$ cat config.mk
export PLATFORM = sky130hd
export DESIGN_NAME = bitmask_frame_packer
export DESIGN_NICKNAME = d
export VERILOG_FILES = /design/src/rtl/bitmask_frame_packer.sv
export SDC_FILE = /design/constraint.sdc
export NUM_CORES = 1
export LEC_CHECK = 0
export CAP_MARGIN = 10
export CORE_ASPECT_RATIO = 1.5
export CORE_UTILIZATION = 54
export CTS_BUF_LIST = sky130_fd_sc_hd__clkbuf_4 sky130_fd_sc_hd__clkbuf_8 sky130_fd_sc_hd__clkbuf_16
export DETAILED_ROUTE_END_ITERATION = 8
export PLACE_DENSITY = 0.9
export SYNTH_ARGS = -nofsm -noshare
export SYNTH_HDL_FRONTEND = slang
export SYNTH_SLANG_ARGS = --single-unit
$ cat constraint.sdc
create_clock -name cam_pclk -period 2.7 [get_ports cam_pclk]
set_input_delay 0.81 -clock cam_pclk [delete_from_list [all_inputs] [get_ports cam_pclk]]
set_output_delay 0.81 -clock cam_pclk [all_outputs]
set_load 0.05 [all_outputs]
$ cat src/rtl/bitmask_frame_packer.sv
// Packs a 1-bit-per-pixel camera stream into 16-bit words and writes them to ping-pong SPRAM banks.
// Latency: a word is written 1 cycle after its last pixel (or after the pixel that moves to a new word).
// No backpressure: one pixel per cycle is always accepted. A busy reader pins the bank.
// Optional: define BITMASK_POPCOUNT_EN to add the ones_count output.
module bitmask_frame_packer #(
  parameter int BANK_WORDS = 4800,
  parameter int ADDR_W     = 14
) (
  input  logic              cam_pclk,
  input  logic              nreset,
  input  logic [16:0]       pix_addr,
  input  logic              pix_data,
  input  logic              pix_en,
  input  logic              in_frame,
  input  logic              frame_done,
  input  logic              rd_busy,
  output logic [ADDR_W-1:0] spram_addr,
  output logic [15:0]       spram_wdata,
  output logic              spram_we,
  output logic              frame_ready,
  output logic              ready_bank,
  output logic              active_bank,
  output logic              overflow_err
`ifdef BITMASK_POPCOUNT_EN
  ,
  output logic [16:0]       ones_count
`endif
);

  typedef enum logic [1:0] {IDLE, CAPTURE, FLUSH} state_t;

  localparam logic [12:0]       BANK_WORDS_W = 13'(BANK_WORDS);
  localparam logic [ADDR_W-1:0] BANK1_BASE   = ADDR_W'(BANK_WORDS);

  state_t              state_q, state_d;
  logic [15:0]         buf_q, buf_d;
  logic                word_open_q, word_open_d;
  logic [12:0]         cur_idx_q, cur_idx_d;
  logic                overflow_q, overflow_d;
  logic [ADDR_W-1:0]   spram_addr_q, spram_addr_d;
  logic [15:0]         spram_wdata_q, spram_wdata_d;
  logic                spram_we_q, spram_we_d;
  logic                frame_ready_q, frame_ready_d;
  logic                ready_bank_q, ready_bank_d;
  logic                active_bank_q, active_bank_d;
  logic                in_frame_dly_q;
  logic                rd_busy_meta_q, rd_busy_s;
`ifdef BITMASK_POPCOUNT_EN
  logic [16:0]         ones_cnt_q, ones_cnt_d;
  logic [16:0]         ones_count_q, ones_count_d;
`endif

  logic [12:0]         word_idx;
  logic [3:0]          bit_pos;
  logic                frame_start;
  logic [ADDR_W-1:0]   bank_base;
  logic [15:0]         pix_word;
  logic                flush_old;

  assign word_idx    = pix_addr[16:4];
  assign bit_pos     = pix_addr[3:0];
  assign frame_start = in_frame && !in_frame_dly_q;
  assign bank_base   = active_bank_q ? BANK1_BASE : '0;

  // Two-flop synchronizer for the reader busy flag from the system clock domain.
  always_ff @(posedge cam_pclk or negedge nreset) begin
    if (!nreset) begin
      rd_busy_meta_q <= 1'b0;
      rd_busy_s      <= 1'b0;
    end else begin
      rd_busy_meta_q <= rd_busy;
      rd_busy_s      <= rd_busy_meta_q;
    end
  end

  // State, word buffer and registered SPRAM/status outputs.
  always_ff @(posedge cam_pclk or negedge nreset) begin
    if (!nreset) begin
      state_q        <= IDLE;
      buf_q          <= '0;
      word_open_q    <= 1'b0;
      cur_idx_q      <= '0;
      overflow_q     <= 1'b0;
      spram_addr_q   <= '0;
      spram_wdata_q  <= '0;
      spram_we_q     <= 1'b0;
      frame_ready_q  <= 1'b0;
      ready_bank_q   <= 1'b1;
      active_bank_q  <= 1'b0;
      in_frame_dly_q <= 1'b0;
`ifdef BITMASK_POPCOUNT_EN
      ones_cnt_q     <= '0;
      ones_count_q   <= '0;
`endif
    end else begin
      state_q        <= state_d;
      buf_q          <= buf_d;
      word_open_q    <= word_open_d;
      cur_idx_q      <= cur_idx_d;
      overflow_q     <= overflow_d;
      spram_addr_q   <= spram_addr_d;
      spram_wdata_q  <= spram_wdata_d;
      spram_we_q     <= spram_we_d;
      frame_ready_q  <= frame_ready_d;
      ready_bank_q   <= ready_bank_d;
      active_bank_q  <= active_bank_d;
      in_frame_dly_q <= in_frame;
`ifdef BITMASK_POPCOUNT_EN
      ones_cnt_q     <= ones_cnt_d;
      ones_count_q   <= ones_count_d;
`endif
    end
  end

  // Next-state logic: pixel packing, word flushes, frame hand-off and bank switching.
  always_comb begin
    state_d       = state_q;
    buf_d         = buf_q;
    word_open_d   = word_open_q;
    cur_idx_d     = cur_idx_q;
    overflow_d    = overflow_q;
    spram_addr_d  = spram_addr_q;
    spram_wdata_d = spram_wdata_q;
    spram_we_d    = 1'b0;
    frame_ready_d = 1'b0;
    ready_bank_d  = ready_bank_q;
    active_bank_d = active_bank_q;
    pix_word      = buf_q;
    flush_old     = 1'b0;
`ifdef BITMASK_POPCOUNT_EN
    ones_cnt_d    = ones_cnt_q;
    ones_count_d  = ones_count_q;
`endif

    case (state_q)
      IDLE: begin
        if (frame_start) begin
          state_d     = CAPTURE;
          buf_d       = '0;
          word_open_d = 1'b0;
          overflow_d  = 1'b0;
`ifdef BITMASK_POPCOUNT_EN
          ones_cnt_d  = '0;
`endif
        end
      end

      CAPTURE: begin
        if (frame_start) begin
          // Restarted frame: drop the partial word, keep the bank.
          buf_d       = '0;
          word_open_d = 1'b0;
          overflow_d  = 1'b0;
`ifdef BITMASK_POPCOUNT_EN
          ones_cnt_d  = '0;
`endif
        end else if (!in_frame && !frame_done) begin
          // Frame aborted upstream: nothing is announced.
          state_d     = IDLE;
          buf_d       = '0;
          word_open_d = 1'b0;
        end else begin
          if (pix_en) begin
            if (word_idx >= BANK_WORDS_W) begin
              overflow_d = 1'b1;
            end else begin
`ifdef BITMASK_POPCOUNT_EN
              ones_cnt_d = ones_cnt_q + 17'(pix_data);
`endif
              if (word_open_q && (word_idx != cur_idx_q)) begin
                // Jump to another word: write out the old one, start the new one empty.
                flush_old     = 1'b1;
                spram_we_d    = 1'b1;
                spram_addr_d  = bank_base + ADDR_W'(cur_idx_q);
                spram_wdata_d = buf_q;
                pix_word      = '0;
              end
              pix_word[bit_pos] = pix_data;
              cur_idx_d         = word_idx;
              if ((bit_pos == 4'd15) && !flush_old) begin
                spram_we_d    = 1'b1;
                spram_addr_d  = bank_base + ADDR_W'(word_idx);
                spram_wdata_d = pix_word;
                buf_d         = '0;
                word_open_d   = 1'b0;
              end else begin
                // A bit-15 pixel that also forced a flush stays open until the next write slot.
                buf_d       = pix_word;
                word_open_d = 1'b1;
              end
            end
          end
          if (frame_done) begin
            state_d = FLUSH;
          end
        end
      end

      FLUSH: begin
        if (word_open_q) begin
          spram_we_d    = 1'b1;
          spram_addr_d  = bank_base + ADDR_W'(cur_idx_q);
          spram_wdata_d = buf_q;
        end
        buf_d         = '0;
        word_open_d   = 1'b0;
        frame_ready_d = 1'b1;
        ready_bank_d  = active_bank_q;
        // A busy reader keeps its bank; the next frame overwrites the one just filled.
        if (!rd_busy_s) begin
          active_bank_d = !active_bank_q;
        end
`ifdef BITMASK_POPCOUNT_EN
        ones_count_d  = ones_cnt_q;
`endif
        state_d       = IDLE;
      end

      default: begin
        state_d = IDLE;
      end
    endcase
  end

  assign spram_addr   = spram_addr_q;
  assign spram_wdata  = spram_wdata_q;
  assign spram_we     = spram_we_q;
  assign frame_ready  = frame_ready_q;
  assign ready_bank   = ready_bank_q;
  assign active_bank  = active_bank_q;
  assign overflow_err = overflow_q;
`ifdef BITMASK_POPCOUNT_EN
  assign ones_count   = ones_count_q;
`endif

endmodule

After elaboration in Yosys (flattened, before gate mapping):

Cells that the tools add are included.

* output and inout port bits: 35
* logic and storage cells: 124
* register bits: 70

* equality and inequality tests: 17
* order comparisons: 3
* reduce and logical (&&, ||, !) cells: 20
* add/sub/neg operators: 2
* bitwise gates (word level): 4
* mux-type cells: 64

Operators with widths (number)
* $mux 16: 19
* $mux 14: 7
* $pmux 16 s3: 1
* $pmux 16 s2: 1
* $add 13x13->14: 2
* $pmux 14 s2: 1
* $mux 1: 24
* $bwmux 16: 1
* $ne 3x3->1 const B: 5
* $ge 13x13->1 const B: 1
* $mux 13: 1
* $ne 13x13->1: 1
* $ne 2x2->1 const B: 6
* $reduce_and 5->1: 2
* $mux 2: 4
* $ne 4x4->1 const B: 2
* $reduce_and 7->1: 1
* $logic_and 1x1->1: 5
* $logic_not 1->1: 5
* $lt 4x5->1 const B: 1
* $demux 1 s4: 1
* $eq 4x4->1 const B: 1
* $ge 4x1->1 const B: 1
* $not 1->1: 4
* 11 further kinds: 13

Depth between registers and ports, before layout:

Gate-level depths: netlist (run 1).

* depth in word-level cells: 16
* gate-level depth with buffers: 9
* mapped depth without buffers: 8

Least setup slack after synthesis (run 1):

No wires, ideal clock.

* kind: input-to-reg
* start point: input port pix_addr[14]
* end point: register spram_addr_q[4], in the netlist spram_addr[4]
* arrival: 2.624 ns
* cell stages on the path: 9
* path slack: -0.049 ns
* path through: buf_6 > xor2_1 > nor4_2 > a41oi_1 > or3_1 > buf_6 > buf_8 > mux2_4 > mux2_4

* word-level cells in the longest chain between the ends: 16

Ends and longest elaborated chain
* start: declaration: RTL line 11 `input logic [16:0] pix_addr,`
* $ne 13x13->1: RTL line 170 `if (word_open_q && (word_idx != cur_idx_q)) begin`
* $logic_and 1x1->1: RTL line 170
* $mux 1: RTL line 170
* $mux 1: RTL line 164 `if (word_idx >= BANK_WORDS_W) begin`
* $mux 1: RTL line 163 `if (pix_en) begin`
* $mux 1: RTL line 157 `end else if (!in_frame && !frame_done) begin`
* $mux 1: RTL line 149 `if (frame_start) begin`
* $mux 1: RTL line 135 `case (state_q)`
* $logic_not 1->1: RTL line 180 `if ((bit_pos == 4'd15) && !flush_old) begin`
* $logic_and 1x1->1: RTL line 180
* $mux 14: RTL line 180
* $mux 14: RTL line 164
* $mux 14: RTL line 163
* $mux 14: RTL line 157
* $mux 14: RTL line 149
* $pmux 14 s2: RTL line 135
* end signal: assignment: RTL line 101 `spram_addr_q <= spram_addr_d;`
* end: declaration: RTL line 40 `logic [ADDR_W-1:0] spram_addr_q, spram_addr_d;`

Several ways; a longest one is shown, not always the timed one. The select of a mux whose other input is x is not followed.
A chain may end at the register's enable or synchronous reset.

Worst setup path after layout (run 1):

* start point: input port pix_addr[13]
* end point: register spram_addr_q[1], in the netlist spram_addr[1]

The elaborated chain is that of the path after synthesis.

==> summary.txt, run 1 <==
Cells and area
  • ANT cells: 0
  • Nets@finish: 456
  • Area Overhead vs Synth: 31.63%
  • Non-Filler Instances: 498
  • Final instance area: 4946 µm²
  • Share of layout cells above drive strength 1: 23.93%
  • Sequential cell area: 1753 µm²
  • Fill cell count: 418
  • Multi-input gate area: 1974 µm²

Critical path
  • R2R Path Start: cur_idx_q[7]$_DFFE_PN0P_
  • Cell Chain, Critical Path: clkdlybuf4s15_1, xor2_2, nor4_4, a41oi_2, or3_4, buf_8, mux2_1, mux2_2
  • Reg2Reg Setup Slack: 0.17 ns
  • R2r endpoint: spram_addr[1]$_DFFE_PN0P_
  • Crit path capture: spram_addr[1]$_DFFE_PN0P_
  • Reg2reg path depth: 7
  • Critical path capture point type: flip-flop
  • Worst Path Required: 2.94 ns
  • Max FO, Critical Path: 7
  • Startpoint types: primary input
  • Worst Path Arrival: 2.93 ns
  • Max incr delay on CP: 0.40 ns
  • WS Path Type: in -> reg
  • Crit. Startpoint: pix_addr[13]
  • Critical-path top delay cell: or3_4

CTS
  • Skew-Pair Late Insertion Delay: 0.36 ns
  • TritonCTS clock tree: built
  • Sink Count: 70
  • CTS Hold Bufs: 0
  • Worst-path clk slew: 0.07 ns
  • Total CTS buffers: 9
  • CTS max path bufs: 2
  • H-tree Lvls: 3
  • Clock Tree Root: clkbuf_8

STA
  • Clock skew: 0.01448 ns
  • Setup TNS: 0 ns
  • Final Hold Vio Count: 0
  • Slew Limit Fails: 0
  • Setup violations, final: 0
  • Min cycle time layout: 2.692 ns
  • Period utilization: 99.72%
  • Fmax: 371.4 MHz
  • Slew @ Worst Pin: 0.6533 ns
  • Relative slew slack: 56.40%

Job
  • Max-cap check violation count: 0

Place
  • Placer Congestion: 0.9227
  • DP Area: 4613 µm²
  • Dpl hpwl: 6500 µm
  • Placed cells: 478
  • Port Buffer Count: 58

Synthesis
  • Sequential share of the synthesized area: 46.65%
  • #FFs+latches synth: 70
  • Synth Instances: 328
  • Post-Syn Area: 3757 µm²
  • Leading area contributor after synthesis: dfrtp_1
  • Yosys cell types: 45
  • Syn avg cell area: 11.46 µm²
  • Synthesis Warnings: 0
  • Yosys top cell area share: 45.95%
  • Syn_nets: 366
  • Synth area leaders: dfrtp_1 46%, mux2_1 8.1%, mux2_2 5.7%, xor2_1 4.9%, ha_1 4.0%

Global route
  • Initial antenna violation count: 0
  • GRT Util Overall: 28.81%
  • Gr ovfl total: 0
  • First-pass GRT wire length: 15,930 µm
  • Largest net degree at the start of global routing: 43
  • Vias in the first global route: 3,243

Power and ir drop
  • Internal power: 0.002515 W
  • Comb power frac: 47.8%
  • Clock power frac: 17.5%
  • Sw Ratio: 41.93%
  • Leakage: 2.284 nW
  • Psw: 0.001816 W
  • Maximum vdd drop: 365.9 µV
  • Overall Power: 0.004331 W
  • Sequential share of power: 34.7%
  • Power per cell area: 875.6 nW/µm²

Routing
  • Avg WL per Cell: 20.54 µm
  • First DRT Iteration DRCs: 315
  • Antenna-violating nets left: 0
  • DRT Wirelength: 10,230 µm
  • DR vias/cell: 6.247
  • DR vias: 3,111
  • Top layer used by detailed routing: met4
  • Metal3 WL: 564 µm
  • Drt pass-1 iters: 5
  • # DRC: 0
  • Routed met2 length: 5616 µm
  • M1 WL: 3648 µm

Hold path
  • Hold Crit Class: in -> async

Die
  • Die H: 104.2 µm
  • Die W: 70.11 µm
  • Num rows: 36
  • I/O pins: 59
  • Initial core utilization: 56.75%
  • Die area: 7303 µm²
  • Core footprint: 6621 µm²

Outcome
  • Status: completed
cells in the mapped netlist:
master and n:
a21boi_1 1, o21bai_1 1, nand2_1 20, a21oi_2 1
o22ai_1 13, or3_1 1, ha_1 12, nand3_1 3
xor2_1 21, a41oi_1 2, mux2_1 27, o21ai_1 3
nor2b_1 4, inv_1 11, buf_6 2, mux2_2 19
buf_2 4, dfrtp_1 69, nor4_2 1, o211ai_1 3
or2_2 1, nor3_1 1, a21oi_1 6, o21ai_0 18
a211o_1 1, a32o_1 2, xnor2_1 3, nand2b_1 4
nor2_1 15, dfstp_2 1, nor4_1 1, mux2i_1 7
o31ai_1 5, nand4_1 2, mux2_4 6, a2bb2oi_1 1
fa_1 2, nand3b_1 2, clkbuf_1 10, a22o_1 15
buf_8 1, a21o_1 2, buf_1 1, a31oi_1 2
o2111a_1 1
metal layers:
layer	vias up	global-route usage (%)
li1	1355	-
met1	1545	29.14
met2	163	51.17
met3	48	8.043
met4	0	17.71
met5	-	0
worst min-delay path by stage:
stage	from	to	depth (start not counted)
2_1_floorplan	rd_busy_meta_q$_DFF_PN0_	rd_busy_s$_DFF_PN0_	0
5_1_grt	nreset	active_bank$_DFFE_PN0P_	1
3_5_place_dp	rd_busy_meta_q$_DFF_PN0_	rd_busy_s$_DFF_PN0_	0
3_3_place_gp	rd_busy_meta_q$_DFF_PN0_	rd_busy_s$_DFF_PN0_	0
6_report	nreset	active_bank$_DFFE_PN0P_	1
4_1_cts	nreset	active_bank$_DFFE_PN0P_	1
registers in the layout (all words and copies together) (netlist names):
name and cells:
frame_ready 1, rd_busy_meta_q 1, in_frame_dly_q 1, word_open_q 1, spram_addr 14, spram_we 1
active_bank 1, ready_bank 1, state_q 2, overflow_err 1, rd_busy_s 1, cur_idx_q 13
spram_wdata 16, buf_q 16
through the flow:
stage,utilization (%),hold WS (ns),setup slack (ns)
after floorplan,-,0.3312,0.001074
after global placement,69.67,0.3330,-0.5793
after detailed placement,69.67,0.3356,-0.6779
after CTS,74.02,0.2787,0.007370
after global routing,74.70,0.2726,-0.01669
final,74.70,0.2858,0.007625
power by group through the flow:
stage / Sequential [W] / Clock (W) / Combinational (W)
2_1_floorplan: 0.00179 / 0 / 0.000943
3_3_place_gp: 0.00147 / 0 / 0.00181
3_5_place_dp: 0.00149 / 0 / 0.00190
4_1_cts: 0.00148 / 0.000756 / 0.00198
5_1_grt: 0.00152 / 0.000813 / 0.00222
6_report: 0.00150 / 0.000758 / 0.00207
logic make-up after synthesis:
logic type / after synthesis / synth area share [%]
XOR/XNOR: 24 / 5.595
adder cells (fa/ha/maj): 14 / 5.062
flip-flops: 70 / 46.65
AND/OR/NAND/NOR: 55 / 6.926
AO/OA/AOI/OAI: 77 / 13.99
buffers and inverters: 29 / 3.729
multiplexers: 59 / 18.05
layout make-up:
class | instances | share of cell area [%]
flip-flops and latches | 70 | 35.44
clock inverters | 2 | 0.2024
multi-input cells | 229 | 39.92
clock buffers | 13 | 3.112
well taps | 76 | 1.923
inverters | 11 | 0.8348
repair buffers | 97 | 18.57
worst max-delay path: cells and delay by family:
kind,cells,cell delay [ns]
AOI/OAI and AO/OA,1,0.19
xor gates and xnor gates,1,0.20
buffers and inverters,2,0.40
muxes,2,0.60
and+or+nand+nor,2,0.73
cell usage in the layout, fill, tap and decap left out, types with 12 or more instances in the layout:
cell type / count
nand2_1: 20
a22o_1: 15
o21ai_0: 18
mux2_2: 19
o22ai_1: 13
ha_1: 12
mux2_1: 25
clkdlybuf4s50_1: 44
dfrtp_1: 69
nor2_1: 13
buf_4: 30
xor2_1: 15
repair_timing:
item	4_1_cts	5_1_grt
gates cloned	2	0
pin swaps	11	7
gates resized for setup	30	18
endpoints found under the setup margin	46	53
buffers inserted	3	0
No activity file was read; power rests on OpenSTA's default activity.
==> run 2: changes to the inputs <==
- CTS_CLUSTER_DIAMETER: default -> 30
==> results of run 2 <==
Same layout as run 1: the final DEF is identical, and so are final timing and power.
